## config.mk

```make
export PLATFORM = sky130hd
export DESIGN_NAME = hazard_ctrl_flat
export DESIGN_NICKNAME = d
export VERILOG_FILES = /design/src/rtl/hazard_if.sv /design/src/rtl/hazard_ctrl.sv /design/src/flat_wrapper.sv
export SDC_FILE = /design/constraint.sdc
export NUM_CORES = 1
export LEC_CHECK = 0
export CAP_MARGIN = 20
export CORE_MARGIN = 1
export CORE_UTILIZATION = 50
export CTS_CLUSTER_DIAMETER = 80
export DETAILED_ROUTE_END_ITERATION = 10
export PLACE_DENSITY_LB_ADDON = 0.08
export SLEW_MARGIN = 20
export SYNTH_ARGS = -nofsm -noshare
export SYNTH_HDL_FRONTEND = slang
export SYNTH_SLANG_ARGS = --single-unit
```

## constraint.sdc

```tcl
create_clock -name clk -period 4.68 [get_ports clk]
set_input_delay 0.936 -clock clk [delete_from_list [all_inputs] [get_ports clk]]
set_output_delay 0.936 -clock clk [all_outputs]
set_load 0.005 [all_outputs]
```

## src/rtl/hazard_if.sv

```systemverilog
// rtl/hazard_if.sv - pipeline hazard control signal bundle
interface hazard_if;
    logic [4:0]  ID_rs;
    logic [4:0]  ID_rt;
    logic        ID_uses_rt;
    logic        ID_EX_mem_read;
    logic [4:0]  ID_EX_rt;
    logic        branch_taken;
    logic        md_start;
    logic        ID_reads_hilo;
    logic        pc_write;
    logic        IF_ID_write;
    logic        IF_ID_flush;
    logic        ID_EX_flush;
    logic        md_busy;
    logic        md_done;
    logic [15:0] stall_cnt;

    modport master (
        output ID_rs, ID_rt, ID_uses_rt, ID_EX_mem_read, ID_EX_rt,
               branch_taken, md_start, ID_reads_hilo,
        input  pc_write, IF_ID_write, IF_ID_flush, ID_EX_flush,
               md_busy, md_done, stall_cnt
    );

    modport slave (
        input  ID_rs, ID_rt, ID_uses_rt, ID_EX_mem_read, ID_EX_rt,
               branch_taken, md_start, ID_reads_hilo,
        output pc_write, IF_ID_write, IF_ID_flush, ID_EX_flush,
               md_busy, md_done, stall_cnt
    );
endinterface

```

## src/rtl/hazard_ctrl.sv

```systemverilog
// rtl/hazard_ctrl.sv - load-use / mult-div hazard detection and pipeline stall control
module hazard_ctrl #(
    parameter int unsigned MD_CYCLES = 32
) (
    input  logic     clk,
    input  logic     rst,
    hazard_if.slave  hz
);
    typedef enum logic {
        RUN     = 1'b0,
        MD_BUSY = 1'b1
    } state_t;

    localparam logic [7:0] MD_LOAD = 8'(MD_CYCLES - 1);

    state_t      state_q, state_d;
    logic [7:0]  md_cnt_q, md_cnt_d;
    logic [15:0] stall_cnt_q, stall_cnt_d;

    logic load_use;
    logic md_hazard;
    logic stall;
    logic pc_write;
    logic if_id_write;
    logic if_id_flush;
    logic id_ex_flush;
    logic md_done;

    always_ff @(posedge clk or posedge rst) begin
        if (rst) begin
            state_q     <= RUN;
            md_cnt_q    <= 8'd0;
            stall_cnt_q <= 16'd0;
        end else begin
            state_q     <= state_d;
            md_cnt_q    <= md_cnt_d;
            stall_cnt_q <= stall_cnt_d;
        end
    end

    always_comb begin
        load_use    = hz.ID_EX_mem_read && (hz.ID_EX_rt != 5'd0) &&
                      ((hz.ID_EX_rt == hz.ID_rs) ||
                       (hz.ID_uses_rt && (hz.ID_EX_rt == hz.ID_rt)));
        md_hazard   = (state_q == MD_BUSY) && (hz.ID_reads_hilo || hz.md_start);
        stall       = load_use || md_hazard;
        md_done     = (state_q == MD_BUSY) && (md_cnt_q == 8'd0);

        state_d     = state_q;
        md_cnt_d    = md_cnt_q;
        stall_cnt_d = stall_cnt_q;

        // The counter runs regardless of stalls; only acceptance of a new start is stall-gated.
        case (state_q)
            RUN: begin
                if (hz.md_start && !stall) begin
                    state_d  = MD_BUSY;
                    md_cnt_d = MD_LOAD;
                end
            end
            MD_BUSY: begin
                if (md_cnt_q == 8'd0) begin
                    state_d = RUN;
                end else begin
                    md_cnt_d = md_cnt_q - 8'd1;
                end
            end
            default: begin
                state_d = RUN;
            end
        endcase

        if (stall && (stall_cnt_q != 16'hFFFF)) begin
            stall_cnt_d = stall_cnt_q + 16'd1;
        end

        // Reset holds the front end frozen with a bubble going into EX.
        if (rst) begin
            pc_write    = 1'b0;
            if_id_write = 1'b0;
            if_id_flush = 1'b0;
            id_ex_flush = 1'b1;
        end else begin
            pc_write    = !stall;
            if_id_write = !stall;
            if_id_flush = !stall && hz.branch_taken;
            id_ex_flush = stall;
        end
    end

    assign hz.pc_write    = pc_write;
    assign hz.IF_ID_write = if_id_write;
    assign hz.IF_ID_flush = if_id_flush;
    assign hz.ID_EX_flush = id_ex_flush;
    assign hz.md_busy     = (state_q == MD_BUSY);
    assign hz.md_done     = md_done;
    assign hz.stall_cnt   = stall_cnt_q;
endmodule

```

## src/flat_wrapper.sv

```systemverilog
// flat-port wrapper written by rule: the top's interface ports become plain ports
module hazard_ctrl_flat 
#(
    parameter int unsigned MD_CYCLES = 32
)
  (clk, rst, hz_ID_rs, hz_ID_rt, hz_ID_uses_rt, hz_ID_EX_mem_read, hz_ID_EX_rt, hz_branch_taken, hz_md_start, hz_ID_reads_hilo, hz_pc_write, hz_IF_ID_write, hz_IF_ID_flush, hz_ID_EX_flush, hz_md_busy, hz_md_done, hz_stall_cnt);
  hazard_if hz_i ();
  input  logic clk;
  input  logic rst;
  input wire logic [$bits(hz_i.ID_rs)-1:0] hz_ID_rs;
  input wire logic [$bits(hz_i.ID_rt)-1:0] hz_ID_rt;
  input wire logic [$bits(hz_i.ID_uses_rt)-1:0] hz_ID_uses_rt;
  input wire logic [$bits(hz_i.ID_EX_mem_read)-1:0] hz_ID_EX_mem_read;
  input wire logic [$bits(hz_i.ID_EX_rt)-1:0] hz_ID_EX_rt;
  input wire logic [$bits(hz_i.branch_taken)-1:0] hz_branch_taken;
  input wire logic [$bits(hz_i.md_start)-1:0] hz_md_start;
  input wire logic [$bits(hz_i.ID_reads_hilo)-1:0] hz_ID_reads_hilo;
  output wire logic [$bits(hz_i.pc_write)-1:0] hz_pc_write;
  output wire logic [$bits(hz_i.IF_ID_write)-1:0] hz_IF_ID_write;
  output wire logic [$bits(hz_i.IF_ID_flush)-1:0] hz_IF_ID_flush;
  output wire logic [$bits(hz_i.ID_EX_flush)-1:0] hz_ID_EX_flush;
  output wire logic [$bits(hz_i.md_busy)-1:0] hz_md_busy;
  output wire logic [$bits(hz_i.md_done)-1:0] hz_md_done;
  output wire logic [$bits(hz_i.stall_cnt)-1:0] hz_stall_cnt;
  assign hz_i.ID_rs = hz_ID_rs;
  assign hz_i.ID_rt = hz_ID_rt;
  assign hz_i.ID_uses_rt = hz_ID_uses_rt;
  assign hz_i.ID_EX_mem_read = hz_ID_EX_mem_read;
  assign hz_i.ID_EX_rt = hz_ID_EX_rt;
  assign hz_i.branch_taken = hz_branch_taken;
  assign hz_i.md_start = hz_md_start;
  assign hz_i.ID_reads_hilo = hz_ID_reads_hilo;
  assign hz_pc_write = hz_i.pc_write;
  assign hz_IF_ID_write = hz_i.IF_ID_write;
  assign hz_IF_ID_flush = hz_i.IF_ID_flush;
  assign hz_ID_EX_flush = hz_i.ID_EX_flush;
  assign hz_md_busy = hz_i.md_busy;
  assign hz_md_done = hz_i.md_done;
  assign hz_stall_cnt = hz_i.stall_cnt;
  hazard_ctrl #(.MD_CYCLES(MD_CYCLES)) u_core (.clk(clk), .rst(rst), .hz(hz_i));
endmodule
```

==> results of run 1 <==
## final timing paths
path                                                     start                                   to  slack, ps  cells past startpoint
setup / recovery                                hz_ID_EX_rt[0]                       hz_IF_ID_flush        510                      7
hold / removal             u_core.hz.stall_cnt[11]$_DFFE_PP0P_  u_core.hz.stall_cnt[11]$_DFFE_PP0P_        500                      1
setup reg to reg            u_core.hz.stall_cnt[4]$_DFFE_PP0P_   u_core.hz.stall_cnt[1]$_DFFE_PP0P_       2680                      5
hold reg to reg            u_core.hz.stall_cnt[11]$_DFFE_PP0P_  u_core.hz.stall_cnt[11]$_DFFE_PP0P_        500                      1
max in group asynchronous                                  rst       u_core.md_cnt_q[1]$_DFFE_PP0P_       3270                      2
min in group asynchronous                                  rst   u_core.hz.stall_cnt[6]$_DFFE_PP0P_       1000                      2
## metal layers
layer | wire length, um | global-route usage
met5 | 0 | 0
met4 | 59 | 0.100
met3 | 112 | 0.0279
met2 | 1630 | 0.403
met1 | 1300 | 0.287
## cell type report
class	instances	area share
Timing Repair Buffer	43	0.226
Clock buffer	3	0.0118
Sequential cell	25	0.328
Multi-Input combinational cell	109	0.396
Tap cell	31	0.0203
Clock inverter	1	0.00394
Inverter	7	0.0138
## report_power, final
| group | internal, mW | switching, mW |
|---|---|---|
| registers | 0.283 | 0.0827 |
| clock network | 0.0328 | 0.0705 |
| logic | 0.193 | 0.159 |
| total | 0.509 | 0.312 |
## worst max-delay path, stage by stage
cell             delay (ps)
clkdlybuf4s50_1         470
or4_4                   580
o21ai_4                 190
o21ai_4                 180
nor2_1                  230
and2_1                  150
clkdlybuf4s50_1         490
## state kept, by name (all words and copies together), names as in the netlist
signal and flops:
u_core.hz.stall_cnt 16, u_core.md_cnt_q 8, u_core.hz.md_busy 1
## kinds of logic after synthesis
kind of cell,synth area share
simple gates,0.215
xor+xnor,0.153
flops,0.436
compound gates,0.125
buf+inv,0.0375
fa+ha+maj,0.0262
mux,0.00785
## layout by cell type (no fill, tap or decap), types with 4 or more instances in the layout
master           instances
nand3_1                 10
dfrtp_1                 25
nor2_1                  12
nand4_1                  8
nand2_1                 10
inv_1                    6
xnor2_1                 23
a21oi_1                  6
clkdlybuf4s50_1         43
and3_1                   4
==> metrics.txt, run 1 <==
status=finished, final reports clean; router iterations before antenna repair=4; GRT Residual Overflow=0; Starting Density=0.525; Buffers on Ports=43; Syn-to-layout area delta=32.9%; vias per cell=5.65; Worst Slack Setup Final=508 ps; Non-Filler Instances=219; post-cts resize count=0; pwr dens=431 nW/um2; most frequent cells after synthesis=25 x dfrtp_1, 23 x xnor2_1, 12 x nor2_1, 10 x nand2_1, 10 x nand3_1; TritonCTS Buffers=3; core area=2730 um2; layout cell share with drive strength beyond 1=0.0745; vias in the first global route=1274; global-route usage over all layers=0.231; CTS tree=yes; clock slew at reported path FFs=140 ps; Worst setup EP type=output port; I/O Pins=44; Vias=1238; cells taking the most area after synthesis=dfrtp_1 44%, xnor2_1 14%, nand3_1 3.5%, nand4_1 3.5%, nor2_1 3.1%; Slew @ Worst Pin=883 ps; path type of the worst min-delay path=flop to flop; Die W=55.6 um; Yosys top cell area share=0.436; clock buffer depth=2; RSZ-0062 raised after global routing=no; dpl cells=215; detailed placement HPWL=2430 um; Max Clock Skew=1.33 ps; number of synthesized register bits=25; Synthesized Nets=170; leading cell type by number of instances after synthesis=dfrtp_1; worst path arrival time=3240 ps; Die Ht=55.6 um; DP Area=1880 um2; Final Power=821 uW; minimum clock period=4170 ps; Ant. Diodes=0; H-tree depth=1; Post-CTS Setup Bufs=0; pre-CTS setup slack=487 ps; Hold Vio Cnt, Final=0; TritonCTS Sinks=25; final hold slack=501 ps; Synth warnings=0; initial antenna violation count=0; relative slew slack=0.408; area occupied by multi-input gates=756 um2; Most used DFF post-synth=dfrtp_1; worst skew pair latency=330 ps; Leak=0.742 nW; pin count of the biggest net entering global routing=26; first-pass GRT wire length=5680 um; register area=626 um2; Iteration-0 DRC Markers=30; final period utilization=0.891; WL per Instance=14.2 um; Final #Nets=214; fillers=226; routability cong.=0.813; cell taking the most area after synthesis=dfrtp_1; EDFF count, synth=0; final setup fails=0; register area share after synthesis=0.436; Syn Area/Cell=9.90 um2; CTS Root Buffer Type=clkbuf_4; Final ANT Viol Nets=0; Residual DRC=0; Cell Area, Synth=1440 um2; crit path max fanout=18; final instance area=1910 um2; Mapped Cells=145; hold buffers post-CTS=0; Detailed Route WL=3100 um; critical path data required time=3740 ps; f_max=0.240 GHz; Die ar.=3090 um2; WS Path Type=primary input to output port; Startpoint Class=primary input; maxcap violations=0; Async S/R FF share, synth=1.00; number of distinct library cells after synthesis=35; Layout Utilization=0.697; Max VDD drop=0.000364 V; Slew Viols, Final=0; Rows=19; setup tns final=0 ps
(Power assumes the default switching activity.)
==> run 2, diff against run 1 <==
CORE_UTILIZATION = 46   (was 50)
HOLD_SLACK_MARGIN = 0.1   (was not set)
clock period = 3.85 ns   (was 4.68 ns; I/O delays follow)
==> run 2 against run 1 <==
The flow now finishes with violations (DRC). Cell count grew 0.46%. Global-route usage down 3.1 points. Register-to-register slack worse by 790 ps. Non-clock buffer count is 1 higher. Sequential power up 21%. Final area increased by 0.26%. Clock skew grew 16 ps. Utilization is 2.7 points lower. Highest routed layer unchanged.
==> metrics.txt, run 2 (same netlist as run 1, synthesis figures left out) <==
status=complete, but fails checks; violated checks=DRC; path type of the worst min-delay path=flop to flop; RSZ-0062 raised after global routing=no; Detailed Route WL=3040 um; post-cts resize count=0; Ant. Diodes=0; worst skew pair latency=320 ps; CP Cell Sequence=clkdlybuf4s50_1, or4_4, o21ai_4, o21ai_4, nor2_1, and2_1, clkdlybuf4s50_1; FF-to-FF path depth=5; clock slew at reported path FFs=140 ps; Hold Vio Cnt, Final=0; f_max=0.271 GHz; Die W=57.9 um; Buffers on Ports=43; crit path max fanout=4; final period utilization=0.959; Startpoint Class=primary input; WL per Instance=13.8 um; setup tns final=0 ps; Die ar.=3350 um2; worst path arrival time=2920 ps; Slew Viols, Final=0; Syn-to-layout area delta=33.2%; Max Clock Skew=17.7 ps; most frequent cells in the layout=43 x clkdlybuf4s50_1, 25 x dfrtp_1, 23 x xnor2_1; layout cell share with drive strength beyond 1=0.0794; CTS Root Buffer Type=clkbuf_4; RR Startpoint=u_core.hz.stall_cnt[4]$_DFFE_PP0P_; final instance area=1910 um2; fillers=240; hold_sp=u_core.hz.stall_cnt[7]$_DFFE_PP0P_; TritonCTS Sinks=25; Post-CTS Setup Bufs=0; Slew @ Worst Pin=929 ps; core area=2850 um2; Vias=1222; H-tree depth=1; relative slew slack=0.380; max reg flops=16; GRT Residual Overflow=0; router iterations before antenna repair=9; Iteration-0 DRC Markers=26; WS Path Type=primary input to output port; pin count of the biggest net entering global routing=26; Rows=19; CTS tree=yes; Residual DRC=2; critical path data required time=3080 ps; global-route usage over all layers=0.200; Worst setup EP type=output port; most common cell after layout, fill and taps aside=clkdlybuf4s50_1; DP Area=1880 um2; CP max stage delay=570 ps; Final #Nets=215; I/O Pins=44; vias in the first global route=1259; initial antenna violation count=0; pwr dens=520 nW/um2; Final ANT Viol Nets=0; Max VDD drop=0.000356 V; first-pass GRT wire length=5220 um; maxcap violations=0; final setup fails=0; area occupied by multi-input gates=756 um2; Hold Path Sink=u_core.hz.stall_cnt[7]$_DFFE_PP0P_; Critical Path Start=hz_ID_EX_rt[0]; Leak=0.754 nW; Starting Density=0.503; routability cong.=0.773; detailed placement HPWL=2350 um; hold buffers post-CTS=0; minimum clock period=3690 ps; Slowest-stage cell, CP=or4_4; TritonCTS Buffers=3; WHS Path Cells=1; Critical R2R Capture=u_core.hz.stall_cnt[1]$_DFFE_PP0P_; register area=626 um2; Die Ht=57.9 um; clock buffer depth=2; R2R setup slack=1890 ps; vias per cell=5.55
[run 2: worst max-delay path: cells and delay by family]
kind | cells | cell delay [ps]
buffers and inverters | 2 | 960
AO/OA/AOI/OAI | 2 | 260
AND/OR/NAND/NOR | 3 | 930
[run 2: layout make-up]
cell class	count	share of cell area
multi-input combinational	109	0.395
inverter	7	0.0137
timing repair buffer	44	0.229
tap	31	0.0203
clock inverter	1	0.00262
clock buffer	3	0.0118
sequential	25	0.327
[run 2: worst max-delay path by stage]
stage / slack [ps] / to
floorplan: 1110 / hz_IF_ID_flush
global placement: 190 / hz_IF_ID_flush
global route: 60 / hz_IF_ID_flush
detailed placement: 130 / hz_IF_ID_flush
finish: 160 / hz_IF_ID_flush
CTS: 130 / hz_IF_ID_flush
[run 2: per-layer routing]
layer,GRT usage,vias up,share of wire
met5,0,-,0
met4,0.0510,0,0.0082
met3,0.0536,4,0.046
met2,0.353,34,0.49
met1,0.242,582,0.45
li1,-,602,-
[run 2: power by group]
group	switching [mW]	total, mW	internal, mW
logic	0.198	0.436	0.238
clock network	0.0760	0.115	0.0389
registers	0.0993	0.443	0.344
[run 2: stage by stage]
stage               setup WS, ps  power [mW]  cells  hold slack [ps]  utilization
finish                       157       0.994    220              508        0.670
global route                58.6        1.07    220              522        0.670
CTS                          132       0.999    220              510        0.670
detailed placement           134       0.882    216              491        0.661
global placement             191       0.862    216              477        0.661
floorplan                   1110       0.698    145              469            -
==> RTL change: new RTL, config.mk and constraints of run 1 <==
`MD_CYCLES` is set to 32 in 2 places; all go to 16.
--- a/src/rtl/hazard_ctrl.sv
+++ b/src/rtl/hazard_ctrl.sv
@@ -1,6 +1,6 @@
 // rtl/hazard_ctrl.sv - load-use / mult-div hazard detection and pipeline stall control
 module hazard_ctrl #(
-    parameter int unsigned MD_CYCLES = 32
+    parameter int unsigned MD_CYCLES = 16
 ) (
     input  logic     clk,
     input  logic     rst,
--- a/src/flat_wrapper.sv
+++ b/src/flat_wrapper.sv
@@ -1,7 +1,7 @@
 // flat-port wrapper written by rule: the top's interface ports become plain ports
 module hazard_ctrl_flat 
 #(
-    parameter int unsigned MD_CYCLES = 32
+    parameter int unsigned MD_CYCLES = 16
 )
   (clk, rst, hz_ID_rs, hz_ID_rt, hz_ID_uses_rt, hz_ID_EX_mem_read, hz_ID_EX_rt, hz_branch_taken, hz_md_start, hz_ID_reads_hilo, hz_pc_write, hz_IF_ID_write, hz_IF_ID_flush, hz_ID_EX_flush, hz_md_busy, hz_md_done, hz_stall_cnt);
   hazard_if hz_i ();
Formal check against the unedited RTL: no difference found for any inputs over 10 cycles, from zero or initial values and one cycle with rst high; that may be too few to reach the edited logic, so the function may still have changed.
==> RTL change against run 1 <==
  * Critical path depth did not move
  * Cell area rose by 2.2%
  * Setup slack improved by 0.12 ns
  * Routed wire length fell by 0.45%
  * Fmax rose by 3.1%
  * Non-clock buffer count rose by 1
  * Power rose by 4.3%
  * Critical endpoint unchanged
  * Synthesized cell count rose by 6.9%
  * Area after synthesis rose by 2.3%
  * Sequential cell count did not move
  * Register-to-register slack got worse by 0.22 ns
==> RTL change: results (changes against run 1) <==
stage	metric	value	unit	change
outcome	status	completed		
synth	Synth Area in Compound Gates	0.122		-0.00276
global_routing	first-pass GRT wire length	5100	µm	-10%
pwr	Clock Power Share	0.110		-0.016
synth	synth unique cells	38		+8.6%
routing	iteration count of the initial detailed-routing pass	4		unchanged
timing	fmax	0.247	GHz	+3.1%
routing	Initial DRC Count	34		+13%
synth	Synth area leaders	dfrtp_1 43%, xor2_1 7.8%, xnor2_1 7.2%, nand3_1 5.1%, nand4_1 3.8%		
final_layout	layout cells sized above 1	0.0603		-0.0142
synth	mux share of post-synthesis cell area	0.0171		+0.00920
clocking	later-pin clock latency in the skew report	0.31	ns	-0.02 ns
pwr	Internal Power	0.528	mW	+3.9%
final_layout	Net count, final	225		+5.1%
pwr	leakage power	0.812	nW	+9.4%
placement	Place WS	0.630	ns	+0.143 ns
timing	Slew @ Worst Pin	0.928	ns	+0.0455 ns
clocking	clk root buf	clkbuf_4		
routing	vias	1309		+5.7%
critical_path	crit path max fanout	4		-14
placement	GP Congestion	0.818		+0.60%
synth	top post-synthesis cells by count	25 x dfrtp_1, 15 x nand3_1, 15 x nor2_1		
synth	Synth Area in Adders	0.0256		-0.000580
critical_path	Critical Path AT	3.11	ns	-0.13 ns
pwr	VDD IR-drop max	0.360	mV	-1.2%
routing	routed length per instance	13.4	µm	-5.2%
synth	syn_nets	180		+5.9%
pwr	combinational cell power	0.393	mW	+12%
synth	xor/xnor share of the synthesized area	0.149		-0.00338
timing	Final Skew	0.000864	ns	-0.000467 ns
global_routing	Total GRT Usage	0.202		-0.0288
global_routing	vias in the first global route	1218		-4.4%
pwr	switching share of power	0.383		+0.00267
synth	sequential area share after synthesis	0.426		-0.00966
critical_path	FF-to-FF setup slack	2.46	ns	-0.22 ns
placement	DPL Wire Length	2350	µm	-3.1%
==> RTL change: cell types whose count changed after synthesis, sizes merged, moves of 4 or more <==
cell / before / now
a31oi: 2 / 6
nand2: 10 / 5
xor2: 2 / 13
xnor2: 23 / 12
==> RTL change: routing by layer <==
metal	global-route usage	share of wire	vias to the layer above
li1	-	-	641
met1	0.270	0.48	617
met2	0.327	0.45	49
met3	0.0442	0.062	2
met4	0.0662	0.0074	0
met5	0	0	-
==> RTL change: worst paths after layout <==
kind | end | cells past startpoint | start
setup reg to reg | u_core.md_cnt_q[6] | 6 | u_core.md_cnt_q[0]
hold reg to reg | u_core.hz.stall_cnt[7] | 1 | u_core.hz.stall_cnt[7]
setup / recovery | hz_IF_ID_flush | 7 | hz_ID_EX_rt[0]
max in group asynchronous | u_core.md_cnt_q[2] | 2 | rst
min in group asynchronous | u_core.hz.stall_cnt[15] | 2 | rst
hold / removal | u_core.hz.stall_cnt[7] | 1 | u_core.hz.stall_cnt[7]
==> RTL change: critical path, cell delays in order <==
cell	delay, ns
clkdlybuf4s50_1	0.48
or4_4	0.57
o21ai_4	0.18
o21ai_2	0.09
nor2_1	0.20
and2_1	0.16
clkdlybuf4s50_1	0.50
==> RTL change: final cells by class <==
type                       instances  area [µm²]
timing repair buffer              44         438
inverter                           9        33.8
fill                             234         810
tap                               31        38.8
multi-input combinational        117         785
sequential                        25         626
clock inverter                     1        5.00
clock buffer                       3        22.5
==> RTL change: stage by stage <==
stage               hold slack, ns  cell area (µm²)  std cells
global placement             0.492             1920        226
detailed placement           0.505             1920        226
finish                       0.515             1950        230
global route                 0.531             1950        230
CTS                          0.523             1950        230
floorplan                    0.488             1470        155
